$ cat src/rtl/cpu_pkg.sv
`default_nettype none
// ============================================================================
//  Module      : cpu_pkg
//  Description : Shared CPU constants and types. Holds the sram-like bus size
//                encodings, the boot/exception vectors and the prefetch queue
//                entry layout used by inst_prefetch and prefetch_fifo.
//  Revision    : 1.0 - initial release
// ============================================================================
package cpu_pkg;

    // sram-like transfer size encodings
    localparam logic [1:0] SIZE_BYTE = 2'b00;
    localparam logic [1:0] SIZE_HALF = 2'b01;
    localparam logic [1:0] SIZE_WORD = 2'b10;

    // Boot and general exception vectors
    localparam logic [31:0] RESET_VECTOR = 32'hbfc0_0000;
    localparam logic [31:0] EXC_VECTOR   = 32'hbfc0_0380;

    // One prefetch queue entry: {pc, inst, adel}
    localparam int ENTRY_W = 65;

    typedef struct packed {
        logic [31:0] pc;
        logic [31:0] inst;
        logic        adel;
    } fetch_entry_t;

endpackage : cpu_pkg
`default_nettype wire

$ cat src/rtl/prefetch_fifo.sv
`default_nettype none
// ============================================================================
//  Module      : prefetch_fifo
//  Description : Circular instruction queue for the prefetcher. Pointers wrap
//                modulo DEPTH (power of two); full means count == DEPTH.
//                The caller reserves space before pushing, so no overflow
//                guard is applied here. i_clr empties the queue synchronously.
//  Revision    : 1.0 - initial release
//  Ports       : clk, rst        - clock, synchronous active-high reset
//                i_clr           - flush all entries
//                i_push / i_din  - write one entry at the tail
//                i_pop           - drop the head entry
//                o_dout          - head entry (valid when !o_empty)
//                o_empty, o_count- occupancy status
// ============================================================================
module prefetch_fifo #(
    parameter int DEPTH = 4,
    parameter int WIDTH = 65
) (
    input  logic                   clk,
    input  logic                   rst,
    input  logic                   i_clr,
    input  logic                   i_push,
    input  logic [WIDTH-1:0]       i_din,
    input  logic                   i_pop,
    output logic [WIDTH-1:0]       o_dout,
    output logic                   o_empty,
    output logic [$clog2(DEPTH):0] o_count
);

    localparam int c_AW = $clog2(DEPTH);

    logic [WIDTH-1:0] r_mem [DEPTH];
    logic [c_AW-1:0]  r_wr_ptr;
    logic [c_AW-1:0]  r_rd_ptr;
    logic [c_AW:0]    r_count;

    // Storage needs no reset; only pointers/count define validity.
    always_ff @(posedge clk) begin
        if (i_push && !i_clr) begin
            r_mem[r_wr_ptr] <= i_din;
        end
    end

    always_ff @(posedge clk) begin
        if (rst || i_clr) begin
            r_wr_ptr <= '0;
            r_rd_ptr <= '0;
            r_count  <= '0;
        end else begin
            if (i_push) begin
                r_wr_ptr <= r_wr_ptr + 1'b1;
            end
            if (i_pop) begin
                r_rd_ptr <= r_rd_ptr + 1'b1;
            end
            r_count <= r_count + (c_AW+1)'(i_push) - (c_AW+1)'(i_pop);
        end
    end

    assign o_dout  = r_mem[r_rd_ptr];
    assign o_empty = (r_count == '0);
    assign o_count = r_count;

endmodule : prefetch_fifo
`default_nettype wire

$ cat src/rtl/inst_prefetch.sv
`default_nettype none
// ============================================================================
//  Module      : inst_prefetch
//  Description : Instruction prefetcher with an sram-like read master and a
//                DEPTH-entry queue. Queue space is reserved when a request is
//                accepted, so responses can always be written. A redirect
//                flushes the queue and discards responses still in flight for
//                the old stream; a request caught mid-handshake is held until
//                accepted and its response discarded too. A misaligned fetch
//                PC produces one address-error entry and halts fetching until
//                the next redirect.
//  Revision    : 1.0 - initial release
//  Macro       : INST_PREFETCH_STATS_EN - adds stat_fetch_cnt/stat_drop_cnt
//  Ports       : clk, rst                 - clock, sync active-high reset
//                redirect_valid/_pc       - start a new fetch stream
//                out_valid/pc/inst/adel   - queue head, out_ready pops it
//                inst_req..inst_wdata     - sram-like request channel
//                inst_rdata/addr_ok/data_ok - sram-like responses
//                stat_fetch_cnt/drop_cnt  - accepted requests / discarded
//                                           responses (optional)
// ============================================================================
module inst_prefetch
    import cpu_pkg::*;
#(
    parameter int          DEPTH           = 4,
    parameter int          MAX_OUTSTANDING = 2,
    parameter logic [31:0] RESET_PC        = 32'hbfc0_0000
) (
    input  logic        clk,
    input  logic        rst,
    input  logic        redirect_valid,
    input  logic [31:0] redirect_pc,
    output logic        out_valid,
    output logic [31:0] out_pc,
    output logic [31:0] out_inst,
    output logic        out_adel,
    input  logic        out_ready,
    output logic        inst_req,
    output logic        inst_wr,
    output logic [1:0]  inst_size,
    output logic [31:0] inst_addr,
    output logic [31:0] inst_wdata,
    input  logic [31:0] inst_rdata,
    input  logic        inst_addr_ok,
    input  logic        inst_data_ok
`ifdef INST_PREFETCH_STATS_EN
    ,
    output logic [31:0] stat_fetch_cnt,
    output logic [31:0] stat_drop_cnt
`endif
);

    localparam int c_CW = $clog2(DEPTH) + 1;

    logic [31:0]   r_fetch_pc;     // next address of the current stream
    logic [31:0]   r_resp_pc;      // PC belonging to the next kept response
    logic [31:0]   r_hold_addr;    // old-stream address held across redirect
    logic          r_hold_valid;
    logic          r_adel_stop;    // address-error entry already issued
    logic [c_CW-1:0] r_outstanding;
    logic [c_CW-1:0] r_drop_cnt;

    logic [c_CW-1:0] w_fifo_count;
    logic            w_fifo_empty;
    fetch_entry_t    w_head;
    fetch_entry_t    w_push_entry;
    logic [c_CW:0]   w_inflight;
    logic            w_misaligned;
    logic            w_new_req;
    logic            w_accept;
    logic            w_accept_held;
    logic            w_resp;
    logic            w_discard;
    logic            w_push_resp;
    logic            w_push_adel;
    logic            w_push;
    logic            w_pop;
    logic [c_CW-1:0] w_outstanding_next;

    assign inst_wr    = 1'b0;
    assign inst_size  = SIZE_WORD;
    assign inst_wdata = 32'h0;

    assign w_misaligned = (r_fetch_pc[1:0] != 2'b00);
    assign w_inflight   = {1'b0, w_fifo_count} + {1'b0, r_outstanding};
    assign w_new_req    = !w_misaligned && !r_adel_stop
                       && (r_outstanding < c_CW'(MAX_OUTSTANDING))
                       && (w_inflight < (c_CW+1)'(DEPTH));

    // A held old-stream request takes priority; the new stream waits for it.
    assign inst_req  = !rst && (r_hold_valid || w_new_req);
    assign inst_addr = r_hold_valid ? r_hold_addr : r_fetch_pc;

    assign w_accept      = inst_req && inst_addr_ok;
    assign w_accept_held = w_accept && r_hold_valid;
    assign w_resp        = !rst && inst_data_ok && (r_outstanding != '0);
    assign w_discard     = w_resp && ((r_drop_cnt != '0) || redirect_valid);
    assign w_push_resp   = w_resp && !w_discard;
    assign w_push_adel   = w_misaligned && !r_adel_stop && !r_hold_valid
                        && (r_outstanding == '0)
                        && (w_fifo_count < c_CW'(DEPTH))
                        && !redirect_valid;
    assign w_push        = w_push_resp || w_push_adel;
    assign w_pop         = out_valid && out_ready && !redirect_valid;

    assign w_outstanding_next = r_outstanding + c_CW'(w_accept) - c_CW'(w_resp);

    // Response and address-error pushes are exclusive: the latter needs
    // nothing outstanding.
    always_comb begin
        w_push_entry = '0;
        if (w_push_adel) begin
            w_push_entry.pc   = r_fetch_pc;
            w_push_entry.inst = 32'h0;
            w_push_entry.adel = 1'b1;
        end else begin
            w_push_entry.pc   = r_resp_pc;
            w_push_entry.inst = inst_rdata;
            w_push_entry.adel = 1'b0;
        end
    end

    always_ff @(posedge clk) begin
        if (rst) begin
            r_fetch_pc    <= RESET_PC;
            r_resp_pc     <= RESET_PC;
            r_hold_addr   <= RESET_PC;
            r_hold_valid  <= 1'b0;
            r_adel_stop   <= 1'b0;
            r_outstanding <= '0;
            r_drop_cnt    <= '0;
        end else begin
            r_outstanding <= w_outstanding_next;
            if (redirect_valid) begin
                // Everything still in flight after this edge belongs to the
                // old stream, including a request accepted right now.
                r_fetch_pc   <= redirect_pc;
                r_resp_pc    <= redirect_pc;
                r_drop_cnt   <= w_outstanding_next;
                r_adel_stop  <= 1'b0;
                r_hold_valid <= inst_req && !inst_addr_ok;
                r_hold_addr  <= inst_addr;
            end else begin
                if (w_accept && !r_hold_valid) begin
                    r_fetch_pc <= r_fetch_pc + 32'd4;
                end
                if (w_accept_held) begin
                    r_hold_valid <= 1'b0;
                end
                // Discard here implies drop_cnt > 0; a held request joins the
                // drop count only once the slave takes it.
                r_drop_cnt <= r_drop_cnt - c_CW'(w_discard) + c_CW'(w_accept_held);
                if (w_push_resp) begin
                    r_resp_pc <= r_resp_pc + 32'd4;
                end
                if (w_push_adel) begin
                    r_adel_stop <= 1'b1;
                end
            end
        end
    end

    prefetch_fifo #(
        .DEPTH (DEPTH),
        .WIDTH (ENTRY_W)
    ) u_fifo (
        .clk     (clk),
        .rst     (rst),
        .i_clr   (redirect_valid),
        .i_push  (w_push && !redirect_valid),
        .i_din   (w_push_entry),
        .i_pop   (w_pop),
        .o_dout  (w_head),
        .o_empty (w_fifo_empty),
        .o_count (w_fifo_count)
    );

    assign out_valid = !rst && !w_fifo_empty;
    assign out_pc    = w_head.pc;
    assign out_inst  = w_head.inst;
    assign out_adel  = w_head.adel;

`ifdef INST_PREFETCH_STATS_EN
    logic [31:0] r_stat_fetch;
    logic [31:0] r_stat_drop;

    always_ff @(posedge clk) begin
        if (rst) begin
            r_stat_fetch <= '0;
            r_stat_drop  <= '0;
        end else begin
            r_stat_fetch <= r_stat_fetch + 32'(w_accept);
            r_stat_drop  <= r_stat_drop + 32'(w_discard);
        end
    end

    assign stat_fetch_cnt = r_stat_fetch;
    assign stat_drop_cnt  = r_stat_drop;
`endif

endmodule : inst_prefetch
`default_nettype wire

$ cat config.mk
export PLATFORM = sky130hd
export DESIGN_NAME = inst_prefetch
export DESIGN_NICKNAME = d
export VERILOG_FILES = /design/src/rtl/cpu_pkg.sv /design/src/rtl/prefetch_fifo.sv /design/src/rtl/inst_prefetch.sv
export SDC_FILE = /design/constraint.sdc
export NUM_CORES = 1
export LEC_CHECK = 0
export CAP_MARGIN = 20
export CORE_ASPECT_RATIO = 1.25
export CORE_UTILIZATION = 56
export DETAILED_ROUTE_END_ITERATION = 16
export MAX_ROUTING_LAYER = met4
export PLACE_DENSITY = 0.81
export SYNTH_ARGS = -nofsm -noshare
export SYNTH_HDL_FRONTEND = slang
export SYNTH_SLANG_ARGS = --single-unit
$ cat constraint.sdc
create_clock -name clk -period 4.86 [get_ports clk]
set_input_delay 0.486 -clock clk [delete_from_list [all_inputs] [get_ports clk]]
set_output_delay 0.486 -clock clk [all_outputs]
set_load 0.01 [all_outputs]
-- After elaboration in Yosys (flattened, before gate mapping)
Memory sizes are Yosys's and may differ from the RTL's. A register that Yosys moved wholly into a read port is not among the register bits.
Cells that the tools add are included.
Widths: inputs -> output; s select.
- shift-type cells: 0
- reduce and logical (&&, ||, !) cells: 43
- bitwise operators: 0
- eq/ne operators: 0
- $add $sub $neg: 11
- mux-type cells: 13
- magnitude comparators: 3
- multipliers: 0
- div/mod/pow operators: 0
- operator list (kind ; count):
    $mux 32 ; 5
    $mux 65 ; 1
    $add 32x3->32 const B ; 2
    $logic_and 1x1->1 ; 22
    $add 3x1->3 ; 3
    $sub 3x1->3 ; 3
    $logic_not 1->1 ; 8
    $reduce_bool 2->1 ; 4
    $logic_not 3->1 ; 2
    $reduce_bool 3->1 ; 2
    $add 2x1->2 const B ; 2
    $add 3x3->4 ; 1
    $logic_or 1x1->1 ; 4
    $lt 4x3->1 const B ; 1
    $mux 1 ; 4
    $mux 2 ; 2
    $lt 3x2->1 const B ; 1
    $lt 3x3->1 const B ; 1
    $mux 3 ; 1
    $reduce_or 2->1 ; 1
- word-level logic and storage cells: 81
- flip-flop bits (word level): 111
- input bits: 70
- latch bits: 0
- bits in writable memories: 260
- ROM bits: 0
- memories: 1
- output and inout bits: 134
- memories (memory ; words ; bits a word ; read ports ; clocked after Yosys merged registers in ; wr ports ; line ; source):
    u_fifo.r_mem ; 4 ; 65 ; 1 ; 1 ; 1 ; prefetch_fifo.sv:33 ; logic [WIDTH-1:0] r_mem [DEPTH];

-- Longest topological paths before layout
- depth after elaboration: 11
- gate-level depth with buffers: 14
- depth with buffers taken out: 13

-- By module
A second synthesis with hierarchy kept.
- cells, all modules: 1194
- area total of the unflattened synthesis: 16223.1 sq um
- modules (own cells, without submodules) (module ; area each (sq um) ; instances ; sequential area each (sq um) ; cells each):
    prefetch_fifo ; 9875.7 ; 1 ; 7987.7 ; 385
    inst_prefetch ; 6347.3 ; 1 ; 2082.0 ; 809

-- Least setup slack after synthesis
No wires, ideal clock.
- path type: input-to-reg
- start point: input rst
- end point: memory u_fifo.r_mem[0][0] (enable)
- path buffers: 1
- arrival time: 3.221 ns
- path slack: 1.209 ns
- stages on the path: 5
- setup time: 0.430 ns
- required time: 4.430 ns
- path through: clkbuf_1 nand2b_1 or3_1 o21ai_1 and2_1
- word-level cells in the longest chain between the ends: 11
- RTL lines (item ; line ; source):
    start: declaration ; inst_prefetch.sv:30 ; input logic rst,
    $logic_not 1->1 * ; inst_prefetch.sv:96 ; assign w_resp = !rst && inst_data_ok && (r_outstanding != '0);
    $logic_and 1x1->1 * (2 in a row) ; inst_prefetch.sv:96 ;
    $logic_and 1x1->1 ; inst_prefetch.sv:97 ; assign w_discard = w_resp && ((r_drop_cnt != '0) || redirect_valid);
    $logic_not 1->1 ; inst_prefetch.sv:98 ; assign w_push_resp = w_resp && !w_discard;
    $logic_and 1x1->1 * ; inst_prefetch.sv:98 ;
    $logic_or 1x1->1 * ; inst_prefetch.sv:103 ; assign w_push = w_push_resp || w_push_adel;
    $logic_and 1x1->1 * ; inst_prefetch.sv:170 ; .i_push (w_push && !redirect_valid),
    $logic_and 1x1->1 * ; prefetch_fifo.sv:40 ; if (i_push && !i_clr) begin
    $mux 1 * ; prefetch_fifo.sv:40 ;
    $mux 1 (implied by the code) * ; prefetch_fifo.sv:41 ; r_mem[r_wr_ptr] <= i_din;
    end: declaration ; prefetch_fifo.sv:33 ;
Every way passes the cells marked *; elsewhere a longest branch is shown, timed or not.

==> results.yml <==
run_status:
  status: "finished clean"
run:
  maxCapViolCount: 0
synth:
  synth_seq_cells: 373
  yosysWarningCount: 0
  synth_edf_count: 260
  syn_area_um2: 16120
  synth_cell_types: 55
  avgSynthCellArea_um2: 13.94
  netlist_instances: 1156
  synthFlopType: "edfxtp_1"
  async_flop_share_pct: 0
  ys_seq_area_share_pct: 62.47
cts:
  cts_buffers: 36
  cts_hold_buf: 0
  clockBufferDepth: 3
  clkTransAtPathRegs_ns: 0.07
  worstSkewPairLatency_ns: 0.52
  cts_root_buf: "clkbuf_16"
  cts_setup_buffers: 0
  cts_tree: "done"
  cts.repair.resized: 0
  htree_num_levels: 2
  clock-sinks: 373
drt:
  avgViaCountPerCell: 5.894
  drt-wirelength-per-cell_um: 20.19
  drt_wl_total_um: 34040
  ant_nets: 0
  drtPass1Iterations: 5
  vias: 9937
  drc: 0
  drtIter0Drc: 912
placed_design:
  port_buffers: 168
  finalWeightedCongestion: 0.8978
  hpwl_um: 21470
  place_ws_ns: 1.249
  dp.cells: 1620
power:
  clockPowerShare_pct: 36.6
  p_seq_share_pct: 49.4
  swShare_pct: 24.47
  ir_drop_v: 0.0003266
  switchingPower_uw: 1853
  p_int_uw: 5719
  p_comb_share_pct: 14.0
  power.density_nw_per_um2: 396.2
  p_leak_uw: 0.006395
finish:
  synthToLayoutAreaGrowth_pct: 18.56
  num-nets-final: 1391
  stdcell_count: 1686
  multi_input_area_um2: 5560
  antenna_cells: 0
  seqCellArea_um2: 10070
  drive_gt1_share_pct: 16.08
  num-fill-cells: 1990
  mostFrequentLayoutCells: "edfxtp_1, clkdlybuf4s50_1, dfxtp_1"
  layout_commonest_cell: "edfxtp_1"
die:
  die_area_um2: 29470
  start_util_pct: 56.75
  ios: 204
  fp.dieH_um: 191.7
  die_w_um: 153.7
  core-area_um2: 28400
  rows: 69
sta:
  max_freq_mhz: 294.1
  timing.slew.headroom_pct: 29.09
  clock_skew_ns: 0.02219
  fin_crit_sh_pct: 69.97
  drv_slew: 0
  fin_tns_setup_ns: 0
  worst_slack_ns: 1.459
  setup-violations-final: 0
  final_hold_viol_count: 0
  fin_crit_ns: 3.401
  tightest_slew_ns: 1.058
  rsz0062_at_grt: "no"
worst_setup_path:
  critical_path_class: "flip-flop to output pin"
  start_kind: "flip-flop"
  crit_required_ns: 4.37
  cp_data_arrival_time_ns: 2.91
  critPathMaxFanout: 43
  endpoint_kind: "output pin"
global_route:
  antenna_found_initial: 0
  grt_pass1_wl_um: 53400
  grt.overflow.total: 0
  grt_max_degree: 72
  grt_usage_pct: 24.06
  first_global_vias: 9740
hold_path:
  holdCritPathClass: "primary input to flip-flop"
## cell families (layout without fill, tap and decap cells)
group           Yosys count  after routing  synth area share (%)
fa+ha+maj                18             18                 1.537
simple gates            346            346                 11.26
xor+xnor                 38             38                 2.065
compound gates          123            123                 5.325
flops                   373            373                 62.47
mux                     128            128                 13.44
other cells               2             35               0.04659
buf+inv                 128            270                 3.866
## Yosys cell counts (9+ instances only)
master    instances  area [um2]
buf_4            35       262.8
buf_2             9       45.04
nand4_1          24       150.1
nor4_1           14       87.58
o21ai_0          21       105.1
nor2_1          103       386.6
xor2_1           18       157.7
edfxtp_1        260        7807
o21a_1           20       150.1
inv_1            24       90.09
ha_1             15       187.7
nand3_1          22       110.1
and3_1           22       137.6
nor3_1           48       240.2
and2_1           41       256.5
a21oi_1          15       75.07
xnor2_1          20       175.2
mux4_2           65        1464
a211oi_1         12       90.09
clkbuf_1         51       191.4
nand2_1          41       153.9
dfxtp_1         113        2262
a21boi_0         26       195.2
mux2_2           57       641.9
## registers in the layout, indices dropped and copies added (netlist names), named ones only
name and cells:
r_hold_addr 32, u_fifo.r_wr_ptr 2, r_resp_pc 32, r_fetch_pc 32
r_drop_cnt 3, u_fifo.r_mem 260, r_hold_valid 1, u_fifo.r_rd_ptr 2
r_outstanding 3, r_adel_stop 1, u_fifo.o_count 3
## path summary, 6_finish.rpt
| check | start | cells past startpoint | to | slack (ns) |
|---|---|---|---|---|
| setup / recovery | flip-flop | 3 | out_inst[19] | 1.46 |
| hold / removal | redirect_valid | 2 | r_drop_cnt[2]$_SDFF_PP0_ | 0.30 |
| setup reg to reg | r_drop_cnt[2]$_SDFF_PP0_ | 11 | u_fifo.o_count[2]$_SDFF_PP0_ | 1.75 |
| hold reg to reg | r_resp_pc[0]$_SDFFE_PP0P_ | 2 | r_resp_pc[0]$_SDFFE_PP0P_ | 0.47 |
## worst max-delay path, cell delays in order (launching register included)
cell and delay (ns):
dfxtp_4 0.93, buf_4 0.42, mux4_2 0.55, clkdlybuf4s50_1 0.49
## metal layers
layer | vias up | share of wire [%] | GRT usage (%)
met1 | 4919 | 43 | 31.51
met4 | 0 | 1.9 | 6.885
li1 | 4588 | - | -
met3 | 53 | 5.0 | 2.640
met5 | - | 0 | -
met2 | 377 | 50 | 40.09
## stage by stage
| step | instance area (um2) | hold slack, ns | util, % | power [uW] |
|---|---|---|---|---|
| global placement | 17930 | 0.4485 | 63.12 | 4822 |
| finish | 19110 | 0.2958 | 67.28 | 7571 |
| CTS | 19110 | 0.2766 | 67.28 | 7622 |
| floorplan | 16240 | 0.4419 | - | 4422 |
| detailed placement | 17930 | 0.4553 | 63.12 | 4859 |
| global route | 19110 | 0.3275 | 67.28 | 7846 |
## final cells by class
cell class,instances,area share (%)
Clock buffer,45,5.218
Clock inverter,21,0.9755
Inverter,25,0.4910
Multi-Input combinational cell,688,29.10
Sequential cell,373,52.72
Tap cell,355,2.324
Timing Repair Buffer,179,9.179
## power groups by stage
stage	combinational, uW	sequential, uW	clock [uW]
after global routing	1150	3760	2940
after CTS	1070	3740	2820
after global placement	1030	3790	0
after detailed placement	1050	3800	0
after floorplan	656	3770	0
final	1060	3740	2770
(Power assumes the default switching activity.)
